--- src/rtl/call_stack_predictor.sv ---
// Return-address stack for the frontend predictor: pushes on calls, predicts
// return targets one cycle after a pop, with pointer snapshot/restore and flush.
module call_stack_predictor #(
    parameter int DEPTH    = 16,
    parameter int IP_WIDTH = 48,
    parameter int PTR_W    = $clog2(DEPTH)
) (
    input  logic                clk,
    input  logic                rst,
    input  logic                dec_en,
    input  logic                pushCallStack,
    input  logic                popCallStack,
    input  logic [IP_WIDTH-1:0] push_IP,
    input  logic                flush,
    input  logic                restore_en,
    input  logic [PTR_W-1:0]    restore_ptr,
    input  logic [PTR_W:0]      restore_cnt,
    output logic [PTR_W-1:0]    cur_ptr,
    output logic [PTR_W:0]      cur_cnt,
    output logic                ret_valid,
    output logic [IP_WIDTH-1:0] ret_target,
    output logic                underflow
);

    localparam logic [PTR_W:0]   FULL_CNT = (PTR_W+1)'(DEPTH);
    localparam logic [PTR_W-1:0] PTR_ONE  = PTR_W'(1);
    localparam logic [PTR_W:0]   CNT_ONE  = (PTR_W+1)'(1);

    logic [IP_WIDTH-1:0] mem [DEPTH];
    logic [PTR_W-1:0]    ptr;
    logic [PTR_W:0]      cnt;

    logic                stack_op;
    logic                empty;
    logic                wr_en;
    logic [PTR_W-1:0]    wr_addr;

    function automatic logic [PTR_W:0] sat_inc(input logic [PTR_W:0] c);
        return (c >= FULL_CNT) ? FULL_CNT : c + CNT_ONE;
    endfunction

    function automatic logic [PTR_W:0] sat_clamp(input logic [PTR_W:0] c);
        return (c > FULL_CNT) ? FULL_CNT : c;
    endfunction

    // push/pop only reach the stack when no higher-priority action is active
    assign stack_op = !flush && !restore_en && dec_en;
    assign empty    = (cnt == '0);
    assign wr_en    = stack_op && pushCallStack;
    // push+pop on a non-empty stack replaces the top in place
    assign wr_addr  = (popCallStack && !empty) ? ptr : ptr + PTR_ONE;

    always_ff @(posedge clk) begin
        if (!rst && wr_en) begin
            mem[wr_addr] <= push_IP;
        end
    end

    always_ff @(posedge clk) begin
        if (rst) begin
            ptr        <= '0;
            cnt        <= '0;
            ret_valid  <= 1'b0;
            ret_target <= '0;
            underflow  <= 1'b0;
        end else if (flush) begin
            ptr       <= '0;
            cnt       <= '0;
            ret_valid <= 1'b0;
            underflow <= 1'b0;
        end else if (restore_en) begin
            ptr       <= restore_ptr;
            cnt       <= sat_clamp(restore_cnt);
            ret_valid <= 1'b0;
            underflow <= 1'b0;
        end else if (!dec_en) begin
            ret_valid <= 1'b0;
            underflow <= 1'b0;
        end else begin
            ret_valid <= 1'b0;
            underflow <= 1'b0;
            if (popCallStack && !empty) begin
                ret_target <= mem[ptr];
                ret_valid  <= 1'b1;
                if (!pushCallStack) begin
                    ptr <= ptr - PTR_ONE;
                    cnt <= cnt - CNT_ONE;
                end
            end else begin
                // empty-stack pop flags underflow; a paired push still lands
                underflow <= popCallStack;
                if (pushCallStack) begin
                    ptr <= ptr + PTR_ONE;
                    cnt <= sat_inc(cnt);
                end
            end
        end
    end

    assign cur_ptr = ptr;
    assign cur_cnt = cnt;

endmodule

--- config.mk ---
export PLATFORM = sky130hd
export DESIGN_NAME = call_stack_predictor
export DESIGN_NICKNAME = d
export VERILOG_FILES = /design/src/rtl/call_stack_predictor.sv
export SDC_FILE = /design/constraint.sdc
export NUM_CORES = 1
export LEC_CHECK = 0
export ABC_CLOCK_PERIOD_IN_PS = 7100
export CAP_MARGIN = 15
export CORE_MARGIN = 2
export CORE_UTILIZATION = 65
export CTS_CLUSTER_DIAMETER = 40
export DETAILED_ROUTE_END_ITERATION = 7
export MAX_ROUTING_LAYER = met4
export PLACE_DENSITY = 0.88
export REMOVE_ABC_BUFFERS = 1
export SLEW_MARGIN = 10
export SYNTH_ARGS = -nofsm -noshare
export SYNTH_HDL_FRONTEND = slang
export SYNTH_SLANG_ARGS = --single-unit
--- constraint.sdc ---
create_clock -name clk -period 7.1 [get_ports clk]
set_input_delay 1.775 -clock clk [delete_from_list [all_inputs] [get_ports clk]]
set_output_delay 1.775 -clock clk [all_outputs]
set_load 0.005 [all_outputs]
==> summary by stage <==
Global routing
The busiest layer in global routing is met2. The initial antenna violation count is 0. The first global-routing pass estimated 116 mm of wire. Entering global routing, the biggest net connects 134 pins.

The via count of the first global-routing pass is 17604. Global routing consumed, on the met2 layer, 54.2% of the routing resources. Global routing used 5.40% of the available met3 tracks. For this run, the total global-route usage over all layers was measured as 33.1%. In the global route stage, met1 resource usage came out at 41.8%.

The total overflow left after global routing is 0.

Run status
The run finished with clean final reports.

STA
Measured against its own limit, the worst slew margin works out to 27.9%. The final setup violation count is 0. The worst path uses 73.3% of the clock period. For this run, the top clock speed supported by timing is 0.192 GHz. The minimum clock period after layout is 5.20 ns. Setup repair after global routing left no endpoint under its margin.

Across all hold checks on the routed design, the worst slack comes to 0.521 ns. The max-slew violation total from the final report is 0. The final-report hold violation count is 0. Summed over all failing endpoints, the final setup total negative slack is 0 ns. The final clock skew is 0.0218 ns.

The worst-case setup margin in the final layout is 1.90 ns. The transition time of the tightest slew-check pin is 1.08 ns.

Power and ir drop
Sequential cells burn 52.1% of the power. IR analysis of the VDD net gives a maximum drop of 0.240 mV. The leakage power summed over all cells is 11.0 nW. Net switching is 21.1% of the power. The power share of the combinational group is 4.1%. The share of total power in the clock network is 43.8%.

The power density over the cells is 284 nW/um2. Summed over all nets, the switching power comes to 2.17 mW. The internal cell power is 8.11 mW.

Critical path
Data on the critical path is required at its endpoint by 7.36 ns. The end of the worst register-to-register path is mem[3][22]. In this run the worst path has a maximum fanout of 25. The kind of start point of the critical path is an input pin. The internal reg-to-reg setup slack is 2.91 ns.

The kind of capture point of the worst setup path is a register. The number of cells on the worst reg-to-reg path is 7. For the worst setup path, the data arrival time is 5.46 ns. The critical path startpoint is popCallStack.

In this run the critical register-to-register path is launched from cur_ptr[0]. The type of the worst setup path is input pin to register.

Synthesis
The Yosys step of the flow raised 0 warnings. The count of different cell masters after synthesis is 48. In the synthesized netlist the dominant register cell turns out to be sky130_fd_sc_hd__edfxtp_1. After synthesis, the share of flip-flops with an asynchronous set or reset is 0%. In this run, synthesis inferred 768 flip-flops with an integrated enable. Dividing the synthesized area by the synthesized cell count gives 20.2 um2. The gate count of the mapped netlist is 1555. After synthesis the cells add up to 31400 um2.

The count of state elements after synthesis is 827. Summing the sequential cell areas from Yosys gives 77.3% of the chip area.

Layout
In the final design database the tool counted 1769 nets. The number of antenna cells inserted is 0. The library cell used most frequently in the layout, excluding fill and tap cells, is sky130_fd_sc_hd__edfxtp_1. The number of fill cells in the layout is 2379. Summing all multi-input logic gate instances after layout gives 6760 um2. The share of final-layout standard cells stronger than drive strength 1 is 19.5%.

The top cell types in the final layout, fill and taps aside, are 768 x sky130_fd_sc_hd__edfxtp_1, 144 x sky130_fd_sc_hd__mux4_2, 122 x sky130_fd_sc_hd__clkdlybuf4s50_1. The area added between synthesis and finish is 15.3%. Registers take 24300 um2.

Placed design
Routability-driven placement finished with a final weighted congestion of 0.853. Timing analysis after detailed placement gives a worst setup slack of 1.54 ns. The post-detailed-placement half-perimeter wirelength is 39.0 mm.

The port buffer count is 122.

Clock network
The number of setup buffers added after CTS is 0. The clock slew at the register clock pins of the worst setup and hold paths is 0.07 ns. The H-tree was split into 3 levels. In this run, CTS created clock tree buffers numbering 85.

The clock reaches the later pin of the worst-skew pair after 0.62 ns. The number of hold buffers added after cts is 0. The number of cells upsized or downsized after cts is 0. The TritonCTS clock tree is done. The longest clock path from root to sink contains 3 buffers.

The clock sink count is 827. The clock root buffer is sky130_fd_sc_hd__clkbuf_16.

Floorplan
From bottom edge to top edge, the die measures 224 um. The region available for standard cell placement spans 47600 um2. In this run the core area contains 80 standard-cell rows.

The floorplan step defined a die boundary enclosing 50000 um2. The number of ports placed on the die boundary is 123. The die is 224 um wide.

For this configuration, the core starts out at a cell density of 65.8%.

Routing
The routed via count divided by cell count is 7.20. In this run the remaining antenna-violating nets after routing total 0. Dividing the detail-routed wire length by the instance count gives 32.8 um. The total via count in the routed design is 17174.

The final layout contains routed wiring with a total length of 78.2 mm. After detailed routing, the number of remaining DRC violations is 0. The number of optimization iterations in the first detailed-route pass is 6. In this run, the number of DRC markers left after iteration 0 of detailed routing was 2680.

Min path
The startpoint of the lowest-slack hold path is ret_target[46]. The worst min-delay path class is register to register. The instance count along the most critical hold path is 2. For hold timing, the worst endpoint is ret_target[46].

Run
Max-cap violations in this run came to 0.
[power groups by stage]
stage | Clock [mW] | Sequential [mW] | Combinational, mW
final | 4.51 | 5.36 | 0.416
after global routing | 4.69 | 5.36 | 0.435
after CTS | 4.53 | 5.36 | 0.407
after detailed placement | 0 | 5.46 | 0.395
after global placement | 0 | 5.46 | 0.377
after floorplan | 0 | 5.48 | 0.230
[how the worst max path moves through the flow]
stage / end / depth (start not counted)
finish: mem[3][22] / 7
floorplan: mem[7][0] / 6
global route: mem[3][22] / 7
global placement: mem[3][5] / 7
CTS: mem[9][1] / 6
detailed placement: mem[9][3] / 6
[metrics by stage]
stage                     instance area (um2)  cells  utilization (%)  power (mW)
after global placement                  33400   2228             70.0        5.84
after detailed placement                33400   2228             70.0        5.86
after floorplan                         30900   1455                -        5.71
after global routing                    36200   2386             75.9        10.5
after CTS                               36200   2385             75.9        10.3
final                                   36200   2386             75.9        10.3
[cell families after synthesis]
| group | count (synthesis) | synth area share (%) |
|---|---|---|
| buffers and inverters | 114 | 1.60 |
| flip-flops | 827 | 77.3 |
| AO/OA/AOI/OAI | 290 | 6.01 |
| multiplexers | 242 | 13.5 |
| AND/OR/NAND/NOR | 78 | 1.48 |
| adder cells (fa/ha/maj) | 4 | 0.160 |
[cell usage after synthesis, types with 2 or more instances]
master                        n  area share, %
sky130_fd_sc_hd__edfxtp_1   768             74
sky130_fd_sc_hd__mux4_2     144             10
sky130_fd_sc_hd__mux2i_1     98            3.1
sky130_fd_sc_hd__a21oi_1     96            1.5
sky130_fd_sc_hd__dfxtp_1     59            3.8
sky130_fd_sc_hd__a211oi_1    57            1.4
sky130_fd_sc_hd__clkbuf_1    57           0.68
sky130_fd_sc_hd__o22ai_1     49           0.98
sky130_fd_sc_hd__a22oi_1     48            1.1
sky130_fd_sc_hd__buf_2       30           0.48
sky130_fd_sc_hd__nor2_1      20           0.24
sky130_fd_sc_hd__o21ai_0     16           0.26
sky130_fd_sc_hd__inv_1       14           0.17
sky130_fd_sc_hd__nor4_1       9           0.18
sky130_fd_sc_hd__nand2_1      8          0.096
sky130_fd_sc_hd__nor3_1       8           0.13
sky130_fd_sc_hd__buf_1        7          0.084
sky130_fd_sc_hd__nor2b_1      6           0.12
sky130_fd_sc_hd__buf_6        4           0.14
sky130_fd_sc_hd__ha_1         4           0.16
sky130_fd_sc_hd__nand4_1      4          0.080
sky130_fd_sc_hd__a31oi_1      3          0.060
sky130_fd_sc_hd__and3_1       3          0.060
sky130_fd_sc_hd__nand4b_1     3          0.084
sky130_fd_sc_hd__o2111a_1     3           0.11
sky130_fd_sc_hd__o211a_1      3          0.096
sky130_fd_sc_hd__a32oi_2      2           0.10
sky130_fd_sc_hd__and4_1       2          0.056
sky130_fd_sc_hd__buf_4        2          0.048
sky130_fd_sc_hd__nand3b_1     2          0.048
sky130_fd_sc_hd__nor3b_1      2          0.048
sky130_fd_sc_hd__nor4b_2      2          0.096
sky130_fd_sc_hd__o2111ai_1    2          0.056
sky130_fd_sc_hd__o21a_1       2          0.048
sky130_fd_sc_hd__o311ai_0     2          0.056
sky130_fd_sc_hd__or3b_2       2          0.056
sky130_fd_sc_hd__or4_1        2          0.048
sky130_fd_sc_hd__or4b_2       2          0.064
[area by class of cell]
cell class	count	area share [%]
clock buffers	114	6.50
clock inverters	43	1.26
inverters	14	0.145
multi-input cells	614	18.7
flip-flops and latches	827	67.0
well taps	615	2.13
repair buffers	159	4.25
[flip-flops by register name, indices dropped and copies added, names as in the netlist]
name,flops
cur_ptr,4
mem,768
cur_cnt,5
ret_target,48
ret_valid,1
underflow,1
[routing by layer]
metal / wire length [um] / vias up / share of wire (%)
met2: 40500 / 1392 / 52
met1: 26600 / 8710 / 34
met5: 0 / - / 0
li1: - / 6820 / -
met4: 3120 / 0 / 4.0
met3: 7950 / 252 / 10
[critical path: stages]
cell and delay (ns):
sky130_fd_sc_hd__clkdlybuf4s50_1 1.02, sky130_fd_sc_hd__inv_1 0.47, sky130_fd_sc_hd__nor4_1 0.44, sky130_fd_sc_hd__o21ai_0 0.20
sky130_fd_sc_hd__buf_4 0.22, sky130_fd_sc_hd__nor2_4 0.78, sky130_fd_sc_hd__buf_4 0.52
No activity file was read; power rests on OpenSTA's default activity.
